**config.mk**
```make
export PLATFORM = sky130hd
export DESIGN_NAME = pc_gen_flat
export DESIGN_NICKNAME = d
export VERILOG_FILES = /design/src/rtl/pc_gen_pkg.sv /design/src/rtl/pc_gen_if.sv /design/src/rtl/pc_gen_redirect_sel.sv /design/src/rtl/pc_gen.sv /design/src/flat_wrapper.sv
export SDC_FILE = /design/constraint.sdc
export NUM_CORES = 1
export LEC_CHECK = 0
export CORE_MARGIN = 2
export CORE_UTILIZATION = 47
export DETAILED_ROUTE_END_ITERATION = 10
export PLACE_DENSITY_LB_ADDON = 0.2
export RECOVER_POWER = 25
export SLEW_MARGIN = 20
export SYNTH_ARGS = -nofsm -noshare
export SYNTH_HDL_FRONTEND = slang
export SYNTH_SLANG_ARGS = --single-unit
export TNS_END_PERCENT = 10
```
**constraint.sdc**
```tcl
create_clock -name clk -period 4.3 [get_ports clk]
set_clock_uncertainty 0.2 [all_clocks]
set_input_delay 0.86 -clock clk [delete_from_list [all_inputs] [get_ports clk]]
set_output_delay 0.86 -clock clk [all_outputs]
set_load 0.03 [all_outputs]
```
**src/rtl/pc_gen_pkg.sv**
```systemverilog
// pc_gen_pkg: shared types and constants for the fetch-stage PC generator.
// Optional build macro PC_COMPRESSED_EN selects halfword alignment
// (16/32-bit instructions) instead of word alignment.
package pc_gen_pkg;

   // FSM state encodings
   typedef enum logic [1:0] {
      PC_ST_BOOT = 2'd0,
      PC_ST_RUN  = 2'd1,
      PC_ST_HALT = 2'd2
   } pc_state_e;

   // PC increments for full and compressed instructions
   localparam int PC_STEP_WORD = 4;
   localparam int PC_STEP_HALF = 2;

   // Default address width and reset vector of the core
   localparam int          RV32_ADDR_WIDTH = 32;
   localparam logic [31:0] RST_INST_ADDR   = 32'h0000_0000;

   // Number of low address bits forced to zero on a redirect
`ifdef PC_COMPRESSED_EN
   localparam int PC_ALIGN_BITS = 1;
`else
   localparam int PC_ALIGN_BITS = 2;
`endif

endpackage

```
**src/rtl/pc_gen_if.sv**
```systemverilog
// pc_gen_if: fetch address handshake between the PC generator (master)
// and instruction memory (slave).
// With PC_COMPRESSED_EN defined, memory also returns the length of the
// instruction being accepted (0 = 16-bit, 1 = 32-bit).
interface pc_gen_if import pc_gen_pkg::*; #(
   parameter int ADDR_WIDTH = RV32_ADDR_WIDTH
);
   logic [ADDR_WIDTH-1:0] pc_addr_o;
   logic                  pc_valid_o;
   logic                  fetch_ready_i;
`ifdef PC_COMPRESSED_EN
   logic                  inst_len_i;

   modport master (output pc_addr_o, output pc_valid_o,
                   input  fetch_ready_i, input inst_len_i);
   modport slave  (input  pc_addr_o, input pc_valid_o,
                   output fetch_ready_i, output inst_len_i);
`else
   modport master (output pc_addr_o, output pc_valid_o,
                   input  fetch_ready_i);
   modport slave  (input  pc_addr_o, input pc_valid_o,
                   output fetch_ready_i);
`endif
endinterface

```
**src/rtl/pc_gen_redirect_sel.sv**
```systemverilog
// pc_redirect_sel: combinational redirect arbitration for pc_gen.
// Trap beats jump; the winning target has its alignment bits cleared and
// a misalign flag reports whether any of those bits were set.
// Alignment width follows PC_COMPRESSED_EN through pc_gen_pkg.
module pc_redirect_sel import pc_gen_pkg::*; #(
   parameter int ADDR_WIDTH = RV32_ADDR_WIDTH
) (
   input  logic                  trap_en_i,
   input  logic [ADDR_WIDTH-1:0] trap_addr_i,
   input  logic                  jump_en_i,
   input  logic [ADDR_WIDTH-1:0] jump_addr_i,
   output logic [ADDR_WIDTH-1:0] target_o,
   output logic                  redirect_o,
   output logic                  misalign_o
);

   localparam logic [ADDR_WIDTH-1:0] LOW_MASK = ADDR_WIDTH'((1 << PC_ALIGN_BITS) - 1);

   logic [ADDR_WIDTH-1:0] raw_target;

   // Pick the highest-priority request, then align it and flag dropped bits
   always_comb begin
      raw_target = trap_en_i ? trap_addr_i : jump_addr_i;
      target_o   = raw_target & ~LOW_MASK;
      redirect_o = trap_en_i | jump_en_i;
      misalign_o = (trap_en_i | jump_en_i) & ((raw_target & LOW_MASK) != '0);
   end

endmodule

```
**src/rtl/pc_gen.sv**
```systemverilog
// pc_gen: fetch-stage next-PC generator.
// BOOT waits BOOT_DELAY cycles after reset, RUN issues fetch addresses with
// trap > jump > stall > advance priority, HALT parks the PC for the debugger
// (jumps act as debug PC writes, traps are ignored).
// Optional build macro PC_COMPRESSED_EN enables 2-byte steps driven by the
// instruction length reported at fetch acceptance.
module pc_gen import pc_gen_pkg::*; #(
   parameter int          ADDR_WIDTH = RV32_ADDR_WIDTH,
   parameter logic [31:0] RESET_ADDR = RST_INST_ADDR,
   parameter int          BOOT_DELAY = 4
) (
   input  logic                  clk,
   input  logic                  rst,
   input  logic                  stall_i,
   input  logic                  jump_en_i,
   input  logic [ADDR_WIDTH-1:0] jump_addr_i,
   input  logic                  trap_en_i,
   input  logic [ADDR_WIDTH-1:0] trap_addr_i,
   input  logic                  halt_req_i,
   input  logic                  resume_i,
   pc_gen_if.master              fetch_if,
   output logic                  halted_o,
   output logic                  redirect_o,
   output logic                  misalign_o
);

   localparam logic [ADDR_WIDTH-1:0] RST_PC = ADDR_WIDTH'(RESET_ADDR);

   pc_state_e             state_q;
   logic [ADDR_WIDTH-1:0] pc_q, pc_d;
   logic [7:0]            boot_cnt_q;
   logic                  valid_q, halted_q, redirect_q, misalign_q;

   logic                  sel_trap_en, sel_jump_en;
   logic [ADDR_WIDTH-1:0] sel_target;
   logic                  sel_redirect, sel_misalign;
   logic [ADDR_WIDTH-1:0] step;
   logic                  fetch_acc;
   logic                  boot_done;

   // Traps only matter while running; jumps also serve as debug PC writes in HALT
   assign sel_trap_en = trap_en_i & (state_q == PC_ST_RUN);
   assign sel_jump_en = jump_en_i & ((state_q == PC_ST_RUN) | (state_q == PC_ST_HALT));

   pc_redirect_sel #(
      .ADDR_WIDTH (ADDR_WIDTH)
   ) u_redirect_sel (
      .trap_en_i   (sel_trap_en),
      .trap_addr_i (trap_addr_i),
      .jump_en_i   (sel_jump_en),
      .jump_addr_i (jump_addr_i),
      .target_o    (sel_target),
      .redirect_o  (sel_redirect),
      .misalign_o  (sel_misalign)
   );

`ifdef PC_COMPRESSED_EN
   assign step = fetch_if.inst_len_i ? ADDR_WIDTH'(PC_STEP_WORD) : ADDR_WIDTH'(PC_STEP_HALF);
`else
   assign step = ADDR_WIDTH'(PC_STEP_WORD);
`endif

   // valid_q is only set in RUN, so this also implies the RUN state
   assign fetch_acc = valid_q & fetch_if.fetch_ready_i & ~stall_i;
   assign boot_done = (BOOT_DELAY == 0) || (boot_cnt_q == 8'(BOOT_DELAY - 1));

   // Next PC: redirect flushes any outstanding request, otherwise advance on acceptance
   always_comb begin
      pc_d = pc_q;
      if (sel_redirect)
         pc_d = sel_target;
      else if (fetch_acc)
         pc_d = pc_q + step;
   end

   // Control FSM with registered status outputs and the PC register
   always_ff @(posedge clk) begin
      if (rst) begin
         state_q    <= PC_ST_BOOT;
         pc_q       <= RST_PC;
         boot_cnt_q <= '0;
         valid_q    <= 1'b0;
         halted_q   <= 1'b0;
         redirect_q <= 1'b0;
         misalign_q <= 1'b0;
      end else begin
         pc_q       <= pc_d;
         redirect_q <= sel_redirect;
         misalign_q <= sel_misalign;
         case (state_q)
            PC_ST_BOOT: begin
               if (boot_done) begin
                  state_q <= PC_ST_RUN;
                  valid_q <= 1'b1;
               end else begin
                  boot_cnt_q <= boot_cnt_q + 8'd1;
               end
            end
            PC_ST_RUN: begin
               if (halt_req_i) begin
                  state_q  <= PC_ST_HALT;
                  valid_q  <= 1'b0;
                  halted_q <= 1'b1;
               end
            end
            PC_ST_HALT: begin
               if (resume_i && !halt_req_i) begin
                  state_q  <= PC_ST_RUN;
                  valid_q  <= 1'b1;
                  halted_q <= 1'b0;
               end
            end
            default: begin
               state_q  <= PC_ST_BOOT;
               valid_q  <= 1'b0;
               halted_q <= 1'b0;
            end
         endcase
      end
   end

   assign fetch_if.pc_addr_o  = pc_q;
   assign fetch_if.pc_valid_o = valid_q;
   assign halted_o            = halted_q;
   assign redirect_o          = redirect_q;
   assign misalign_o          = misalign_q;

endmodule

```
**src/flat_wrapper.sv**
```systemverilog
// flat-port wrapper written by rule: the top's interface ports become plain ports
module pc_gen_flat import pc_gen_pkg::*;
#(
   parameter int          ADDR_WIDTH = RV32_ADDR_WIDTH,
   parameter logic [31:0] RESET_ADDR = RST_INST_ADDR,
   parameter int          BOOT_DELAY = 4
)
  (clk, rst, stall_i, jump_en_i, jump_addr_i, trap_en_i, trap_addr_i, halt_req_i, resume_i, halted_o, redirect_o, misalign_o, fetch_if_pc_addr_o, fetch_if_pc_valid_o, fetch_if_fetch_ready_i);
  pc_gen_if #(.ADDR_WIDTH(ADDR_WIDTH)) fetch_if_i ();
  input  logic clk;
  input  logic rst;
  input  logic stall_i;
  input  logic jump_en_i;
  input  logic [ADDR_WIDTH-1:0] jump_addr_i;
  input  logic trap_en_i;
  input  logic [ADDR_WIDTH-1:0] trap_addr_i;
  input  logic halt_req_i;
  input  logic resume_i;
  output logic halted_o;
  output logic redirect_o;
  output logic misalign_o;
  output wire logic [$bits(fetch_if_i.pc_addr_o)-1:0] fetch_if_pc_addr_o;
  output wire logic [$bits(fetch_if_i.pc_valid_o)-1:0] fetch_if_pc_valid_o;
  input wire logic [$bits(fetch_if_i.fetch_ready_i)-1:0] fetch_if_fetch_ready_i;
  assign fetch_if_pc_addr_o = fetch_if_i.pc_addr_o;
  assign fetch_if_pc_valid_o = fetch_if_i.pc_valid_o;
  assign fetch_if_i.fetch_ready_i = fetch_if_fetch_ready_i;
  pc_gen #(.ADDR_WIDTH(ADDR_WIDTH), .RESET_ADDR(RESET_ADDR), .BOOT_DELAY(BOOT_DELAY)) u_core (.clk(clk), .rst(rst), .stall_i(stall_i), .jump_en_i(jump_en_i), .jump_addr_i(jump_addr_i), .trap_en_i(trap_en_i), .trap_addr_i(trap_addr_i), .halt_req_i(halt_req_i), .resume_i(resume_i), .fetch_if(fetch_if_i), .halted_o(halted_o), .redirect_o(redirect_o), .misalign_o(misalign_o));
endmodule
```
# Word level (Yosys, flattened, before mapping)
# Cells that the tools add are included.
[word_totals] reg_bits=46 input_bits=72 out_inout_bits=36
[op_classes] reduce_logical=9 eq_ne=6 add_sub_neg=2 mux=14 n_bitwise=10
[ops] op="$mux 32" count=3
[ops] op="$add 32x3->32 const B" count=1
[ops] op="$reduce_bool 32->1" count=1
[ops] op="$add 8x1->8 const B" count=1
[ops] op="$eq 8x2->1 const B" count=1
[ops] op="$mux 2" count=3
[ops] op="$pmux 1 s3" count=2
[ops] op="$pmux 2 s3" count=1
[ops] op="$reduce_and 3->1" count=2
[ops] op="$and 1x1->1" count=5
[ops] op="$mux 1" count=5
[ops] op="$ne 2x2->1 const B" count=2
[ops] op="$not 1->1" count=3
[ops] op="$eq 2x1->1 const B" count=1
[ops] op="$eq 2x2->1 const B" count=1
[ops] op="$logic_not 2->1" count=1
[ops] op="$ne 2x1->1 const B" count=1
[ops] op="$or 1x1->1" count=2
[ops] op="$reduce_and 2->1" count=1
[ops] op="$reduce_bool 2->1" count=1
[ops] op="$reduce_or 2->1" count=1
[ops] op="$logic_and 1x1->1" count=1
[ops] op="$logic_not 1->1" count=1

# Depth between registers and ports, before layout
# Gate-level depths: netlist (run 1).
[logic_depth] word_depth=5 ltp_mapped=9 ltp_nobuf=7

# Hierarchy
# A second synthesis (run 1) with hierarchy kept.
[hier_totals] hier_cells=363 hier_area_um2=3134.3
[modules_own_cells] module="pc_gen" seq_area_each_um2=920.9 cells_per_inst=322 instances=1 area_per_inst_um2=2588.7
[modules_own_cells] module="pc_redirect_sel" seq_area_each_um2=0.0 cells_per_inst=41 instances=1 area_per_inst_um2=545.5

# Worst setup path after synthesis (run 1)
# No wires, ideal clock.
[synth_path] kind="input port to flip-flop" start="in stall_i" end="reg u_core.pc_q[28], in the netlist u_core.fetch_if.pc_addr_o[28]" path_buffers=1 t_required_ps=4014 path_slack_ps=2008 arrival_time_ps=2006 cell_stages=6 cell_sequence="and3b_1 -> clkbuf_1 -> nand3_1 -> nor4_1 -> xnor2_1 -> a211oi_1"
[synth_via] elab_chain_len=3
[synth_lines] element="start: declaration" line_no="flat_wrapper.sv:12" rtl="input logic stall_i;"
[synth_lines] element="$not 1->1" line_no="pc_gen.sv:64" rtl="assign fetch_acc = valid_q & fetch_if.fetch_ready_i & ~stall_i;"
[synth_lines] element="$and 1x1->1" line_no="pc_gen.sv:64"
[synth_lines] element="$reduce_bool 2->1 (no line)"
[synth_lines] element="end signal: assignment" line_no="pc_gen.sv:87" rtl="pc_q <= pc_d;"
[synth_lines] element="end: declaration" line_no="pc_gen.sv:30" rtl="logic [ADDR_WIDTH-1:0] pc_q, pc_d;"
# No other way between the ends.
# A chain may end at the register's enable or synchronous reset.

# Worst setup path in the final report (run 1)
[layout_path] start="in trap_en_i" end="reg u_core.pc_q[5], in the netlist u_core.fetch_if.pc_addr_o[5]"
[layout_via] elab_chain_len=3
[layout_lines] element="start: declaration" line_no="flat_wrapper.sv:15" rtl="input logic trap_en_i;"
[layout_lines] element="$and 1x1->1 *" line_no="pc_gen.sv:42" rtl="assign sel_trap_en = trap_en_i & (state_q == PC_ST_RUN);"
[layout_lines] element="$mux 32 / $or 1x1->1 (equally long branches)" line_no="pc_gen_redirect_sel.sv:23, pc_gen_redirect_sel.sv:25"
[layout_lines] element="$mux 32 / $reduce_bool 2->1 (equally long branches)"
# Mark *: on every way between the ends. The rest lies on a longest branch, timed or not.

==> metrics.md, run 1 <==
| Metric | Value |
|---|---|
| Status | finished clean |
| DRC | 0 |
| Pin slew with the least headroom to its limit | 1.014 ns |
| Global-route wire length before repair | 13560 um |
| Die Ht | 80.29 um |
| Fmax | 320.1 MHz |
| Mean routed wirelength per cell | 16.30 um |
| Post-synthesis compound-gate area fraction | 20.95% |
| Worst VDD drop | 0.0002718 V |
| Main flop type after synthesis | dfxtp_1 |
| CTS tree | yes |
| Type of the worst setup path | input port to register |
| Die area | 6446 um2 |
| Slowest CP cell | and2_0 |
| Number of global-route vias before repair | 2872 |
| Layout net count | 529 |
| Syn-to-layout area delta | 41.90% |
| Final Max Tran Viols | 0 |
| Post-synthesis cell count | 356 |
| Initial Util | 49.07% |
| Area leader, netlist | dfxtp_1 |
| Die width | 80.29 um |
| Grt total ovfl | 0 |
| Dpl hpwl | 6148 um |
| Share of the synthesized area in the top cell type | 32.20% |
| PnR worst setup slack | 1.176 ns |
| Avg Cell Area, Syn | 7.683 um2 |
| Root Driver | clkbuf_8 |
| Vias | 3118 |
| Simple-gate share of the synthesized area | 30.38% |
| CP bufs+invs | 2 |
| RSZ-0062 raised after global routing | no |
| Crit path max-delay family | buffers and inverters |
| Largest family of logic cells by synthesized area | simple AND/OR/NAND/NOR gates |
| TritonCTS buffer count | 5 |
| Sequential-to-total area share from yosys stat | 32.20% |
| Initial antenna violation count | 0 |
| Core area | 5574 um2 |
| YS warnings | 0 |
| Total track usage | 26.55% |
| Sink Count | 44 |
| Clk_lat worst skew | 0.31 ns |
| Crit-path max cell delay | 0.70 ns |
| PortBufs | 105 |
| Critical path endpoint category | register |
| Leakage power | 1.358 nW |
| CTS clk-pin slew, worst paths | 0.09 ns |
| Clk buf depth | 2 |
| DR pass1 iterations | 5 |
| Worst relative slew slack | 31.51% |
| Starting DRT DRC Count | 185 |
| Final Critical Period | 3.124 ns |
| Post-synth ARST share | 0% |
| Tot Pwr | 1.830 mW |
| XOR/XNOR Fraction of Synth Area | 7.365% |
| I/O pin total | 108 |
| Syn Std Cell Area | 2735 um2 |
| Synth area leaders | dfxtp_1 (32%), nand2_1 (5.5%), xnor2_1 (5.4%) |
| Setup TNS | 0 ns |
| Distinct cells, synth | 58 |
| Setup Fix Bufs, Post-CTS | 0 |
| Pre-CTS setup slack | 1.088 ns |
| Post-synthesis mux area share | 0.7319% |
| Min-delay worst type | register to register |
| Post-CTS sizing | 0 |
| Filler cell count | 482 |
| Fin crit share | 72.65% |
| DRT antenna net count | 0 |
| Post-cts hold buffer count | 0 |
| Crit-path max FO | 25 |
| Antenna Cells | 0 |
| # setup viols final | 0 |
| #FFs+latches synth | 44 |
| H-tree levels | 2 |
| Critical Path AT | 3.13 ns |
| Max-cap viol count | 0 |
| Layout cell share with drive strength beyond 1 | 3.991% |
| CP Launch Type | input port |
| Crit-path cells | clkdlybuf4s50_1 > and2_0 > buf_4 > nor2_1 > a22oi_1 > a21boi_0 > o21a_1 |
| EDFF count, synth | 0 |
| Hold violation count in the final report | 0 |
| Pwr Density | 471.6 nW/um2 |
| Vias per cell | 5.962 |
| Adder-Cell Fraction of Synth Area | 3.202% |
| Std-Cell Rows | 27 |
| Routability cong. | 0.8882 |
| Worst Path Required | 4.31 ns |
| Largest net degree at the start of global routing | 37 |
| Routed WL | 8523 um |
==> path summary, 6_finish.rpt <==
kind / startpoint / to / slack (ns) / cells after the start
hold reg to reg: u_core.boot_cnt_q[7] / u_core.boot_cnt_q[7] / 0.31 / 2
setup reg to reg: u_core.boot_cnt_q[0] / u_core.state_q[0] / 1.30 / 6
setup / recovery: trap_en_i / u_core.fetch_if.pc_addr_o[5] / 1.18 / 7
hold / removal: u_core.boot_cnt_q[7] / u_core.boot_cnt_q[7] / 0.31 / 2
==> state kept, by name (all words and copies together), names as in the netlist <==
register,flops
u_core.state_q,2
u_core.halted_o,1
u_core.fetch_if.pc_addr_o,30
u_core.redirect_o,1
u_core.boot_cnt_q,8
u_core.misalign_o,1
u_core.fetch_if.pc_valid_o,1
==> cell usage in the layout (no fill, tap or decap), types with 3 or more instances in the layout <==
cell type / n
a211oi_1: 8
buf_4: 3
o21ai_0: 15
nand3_1: 17
dfxtp_1: 44
ha_1: 7
a21oi_1: 21
xnor2_1: 17
clkdlybuf4s50_1: 95
o22ai_1: 8
a221oi_1: 3
a31oi_1: 3
nor3_1: 11
and2_1: 4
clkbuf_8: 6
xor2_1: 6
nor2_1: 37
nor4_1: 6
dlygate4sd3_1: 10
o31a_1: 3
a22oi_1: 4
or3_1: 5
nand4_1: 11
and4_1: 5
inv_1: 12
nand2_1: 40
and3_1: 5
==> power breakdown <==
| part | switching [mW] | total, mW | internal, mW | leakage, nW |
|---|---|---|---|---|
| Sequential | 0.146 | 0.670 | 0.524 | 0.358 |
| Combinational | 0.484 | 0.880 | 0.397 | 0.955 |
| Clock | 0.150 | 0.280 | 0.131 | 0.0445 |
==> cell usage after synthesis, types with 2 or more instances <==
cell type / instances
a2111oi_0: 2
a211oi_1: 8
a21oi_1: 21
a221oi_1: 3
a22oi_1: 4
a311oi_1: 2
a31oi_1: 3
and2_1: 4
and3_1: 5
and3b_1: 2
and4_1: 5
buf_1: 3
buf_2: 2
buf_4: 2
clkbuf_1: 15
dfxtp_1: 44
ha_1: 7
inv_1: 12
mux2i_1: 2
nand2_1: 40
nand2b_1: 2
nand3_1: 17
nand3_2: 2
nand3b_1: 2
nand4_1: 11
nor2_1: 37
nor2b_1: 2
nor3_1: 11
nor4_1: 6
o21a_1: 2
o21ai_0: 15
o221ai_1: 2
o22ai_1: 8
o31a_1: 3
o31ai_1: 2
or3_1: 5
xnor2_1: 17
xor2_1: 6
==> metrics by stage <==
step | utilization [%] | hold slack [ns] | cell area, um2 | instances
global placement | 68.35 | 0.2784 | 3810 | 515
detailed placement | 68.35 | 0.2867 | 3810 | 515
global route | 69.63 | 0.3260 | 3881 | 523
CTS | 70.03 | 0.3036 | 3904 | 523
floorplan | - | 0.2586 | 2739 | 357
finish | 69.63 | 0.3054 | 3881 | 523
==> cell families (layout without fill, tap and decap cells) <==
| group | Yosys count | in the layout |
|---|---|---|
| buf+inv | 34 | 128 |
| fa+ha+maj | 7 | 7 |
| xor+xnor | 23 | 23 |
| other cells | 1 | 2 |
| compound gates | 84 | 84 |
| flops | 44 | 44 |
| mux | 2 | 2 |
| simple gates | 161 | 161 |
==> worst reg2reg max path, cell delays in order (launching register included) <==
cell and delay (ns):
dfxtp_1 0.38, ha_1 0.22, or4b_1 0.48, o41ai_1 0.84, nand3_2 0.25, or3_1 0.43
a21oi_2 0.14
==> final cells by class <==
type	instances	area [um2]	share of cell area, %
clock buffer	7	86.33	2.224
inverter	12	45.04	1.161
sequential	44	880.8	22.70
multi-input combinational	279	1698	43.75
tap	72	90.09	2.321
clock inverter	1	7.507	0.1934
timing repair buffer	108	1074	27.66
==> metal layers <==
layer / vias to the layer above / wire length [um] / GRT usage (%)
met3: 19 / 689 / 4.944
met4: 0 / 176 / 9.492
li1: 1487 / - / -
met1: 1451 / 3540 / 34.23
met5: - / 0 / 0
met2: 161 / 4117 / 44.08
(Power assumes the default switching activity.)
==> run 2: changes to the inputs <==
- CORE_UTILIZATION: 47 -> 40
- clock period: 4.3 -> 2.6 ns (I/O delays scaled with it)
==> metrics.md, run 2 (same netlist as run 1, synthesis figures left out) <==
| Metric | Value |
|---|---|
| DRT antenna net count | 0 (unchanged) |
| Layout cell share with drive strength beyond 1 | 7.511% (was 3.991%) |
| Core Util, Final | 60.09% (was 69.63%) |
| H-tree levels | 2 (unchanged) |
| I/O pin total | 108 (unchanged) |
| Worst relative slew slack | 46.33% (was 31.51%) |
| Die width | 86.69 um (was 80.29 um) |
| Crit-path max cell delay | 0.50 ns (was 0.70 ns) |
| Clk buf depth | 2 (unchanged) |
| Layout net count | 544 (was 529) |
| WHS | 0.2957 ns (was 0.3054 ns) |
| Crit path max-delay family | simple AND/OR/NAND/NOR gates (was buffers and inverters) |
| Switching power | 1.314 mW (was 0.7787 mW) |
| Vias per cell | 5.551 (was 5.962) |
| Worst VDD drop | 0.0003784 V (was 0.0002718 V) |
| PortBufs | 105 (unchanged) |
| Fmax | 428.1 MHz |
| Max-cap viol count | 0 (unchanged) |
| Critical path endpoint category | register (unchanged) |
| Crit-path cells | ha_1 > or4b_4 > o41ai_4 > nand3_2 > or3_1 > a21oi_2 (was clkdlybuf4s50_1 > and2_0 > buf_4 > nor2_1 > a22oi_1 > a21boi_0 > o21a_1) |
| Min-delay worst type | register to register (unchanged) |
| DR pass1 iterations | 4 (was 5) |
| Routed WL | 8648 um (was 8523 um) |
| Worst Path Required | 2.63 ns (was 4.31 ns) |
| Filler cell count | 612 (was 482) |
| Root Driver | clkbuf_8 (unchanged) |
| TritonCTS buffer count | 5 (unchanged) |
| Post-CTS sizing | 0 (unchanged) |
| Placed insts | 538 (was 515) |
| Antenna Cells | 0 (unchanged) |
| Total track usage | 23.83% (was 26.55%) |
| CTS clk-pin slew, worst paths | 0.09 ns (about the same) |
| R2R depth | 6 (unchanged) |
| Dpl hpwl | 6603 um (was 6148 um) |
| Most frequent cells in the layout | clkdlybuf4s50_1 (94), dfxtp_1 (44), nand2_1 (40) (was clkdlybuf4s50_1 (95), dfxtp_1 (44), nand2_1 (40)) |
| Design Area, Final | 4038 um2 (was 3881 um2) |
| Clk_lat worst skew | 0.31 ns (about the same) |
| Grt total ovfl | 0 (unchanged) |
| Setup Fix Bufs, Post-CTS | 0 (unchanged) |
| Stages on worst setup path | 6 (was 7) |
| Placed cell areas | 3933 um2 (was 3810 um2) |
| Die Ht | 86.69 um (was 80.29 um) |
| Commonest non-fill, non-tap cell in the layout | clkdlybuf4s50_1 (unchanged) |
| Post-cts hold buffer count | 0 (unchanged) |
| RSZ-0062 raised after global routing | no (unchanged) |
| # setup viols final | 0 (unchanged) |
| Largest register FFs | 30 (unchanged) |
| Cell Count, Final, Fillers Out | 546 (was 523) |
| Final Max Tran Viols | 0 (unchanged) |
| Number of global-route vias before repair | 3014 (was 2872) |
| Routability cong. | 0.9093 (was 0.8882) |
| Setup TNS | 0 ns (unchanged) |
| Core area | 6719 um2 (was 5574 um2) |
| Largest net degree at the start of global routing | 36 (was 37) |
| Internal | 1.846 mW (was 1.052 mW) |
| Syn-to-layout area delta | 47.62% (was 41.90%) |
| Hold path depth | 2 (unchanged) |
| Pre-CTS setup slack | 0.1618 ns (was 1.088 ns) |
| Fin crit share | 89.84% |
| Clock Power Share | 17.3% (was 15.3%) |
| Pin slew with the least headroom to its limit | 0.8051 ns (was 1.014 ns) |
| CTS tree | yes (unchanged) |
| Sw frac | 41.57% (was 42.55%) |
| Mean routed wirelength per cell | 15.84 um (was 16.30 um) |
| Tot Pwr | 3.160 mW (was 1.830 mW) |
| PnR worst setup slack | 0.2641 ns (was 1.176 ns) |
| Hold violation count in the final report | 0 (unchanged) |
| Initial Util | 40.71% (was 49.07%) |
| Flop pwr share | 35.0% (was 36.6%) |
| Slowest CP cell | or4b_4 (was and2_0) |
| Global-route wire length before repair | 14290 um (was 13560 um) |
| Leakage power | 1.452 nW (was 1.358 nW) |
| DRC | 0 (unchanged) |
| Crit-path max FO | 5 (was 25) |
| Pwr Density | 782.7 nW/um2 (was 471.6 nW/um2) |
| Type of the worst setup path | register to register (was input port to register) |
| Std-Cell Rows | 30 (was 27) |
| CP bufs+invs | 0 (was 2) |
| Status | finished clean (unchanged) |
| Die area | 7515 um2 (was 6446 um2) |
| CP Launch Type | register (was input port) |
| Vias | 3031 (was 3118) |
| Gate power share | 47.7% (was 48.1%) |
| Sink Count | 44 (unchanged) |
| Final Critical Period | 2.336 ns |
| Starting DRT DRC Count | 177 (was 185) |
| Initial antenna violation count | 0 (unchanged) |
| Critical Path AT | 2.37 ns (was 3.13 ns) |
## run 2: power by group through the flow
stage | logic (mW) | registers (mW) | clock network, mW
3_5_place_dp | 1.53 | 1.12 | 0
5_1_grt | 1.63 | 1.14 | 0.575
2_1_floorplan | 0.574 | 1.41 | 0
4_1_cts | 1.54 | 1.11 | 0.549
3_3_place_gp | 1.50 | 1.12 | 0
6_report | 1.51 | 1.11 | 0.546
## run 2: worst paths after layout
check,from,to,slack (ns)
hold / removal,u_core.boot_cnt_q[7],u_core.boot_cnt_q[7],0.30
setup / recovery,u_core.boot_cnt_q[0],u_core.state_q[0],0.26
hold reg to reg,u_core.boot_cnt_q[7],u_core.boot_cnt_q[7],0.30
setup reg to reg,u_core.boot_cnt_q[0],u_core.state_q[0],0.26
## run 2: routing by layer
layer | routed length, um | global-route usage, % | vias to the layer above
li1 | - | - | 1506
met1 | 3807 | 29.63 | 1426
met2 | 4219 | 41.96 | 88
met3 | 485 | 4.190 | 11
met4 | 136 | 7.102 | 0
met5 | 0 | 0 | -
## run 2: area by class of cell
class                   instances  area (um2)  area share [%]
repair buffers                123        1180           29.22
multi-input cells             279        1720           42.61
inverters                      12       45.04           1.116
well taps                      80       100.1           2.479
flip-flops and latches         44       880.8           21.82
clock buffers                   5       68.82           1.704
clock inverters                 3       42.54           1.054
## run 2: worst register-to-register path: stages (launching register included)
cell	delay, ns
dfxtp_1	0.38
ha_1	0.23
or4b_4	0.50
o41ai_4	0.27
nand3_2	0.17
or3_1	0.39
a21oi_2	0.13
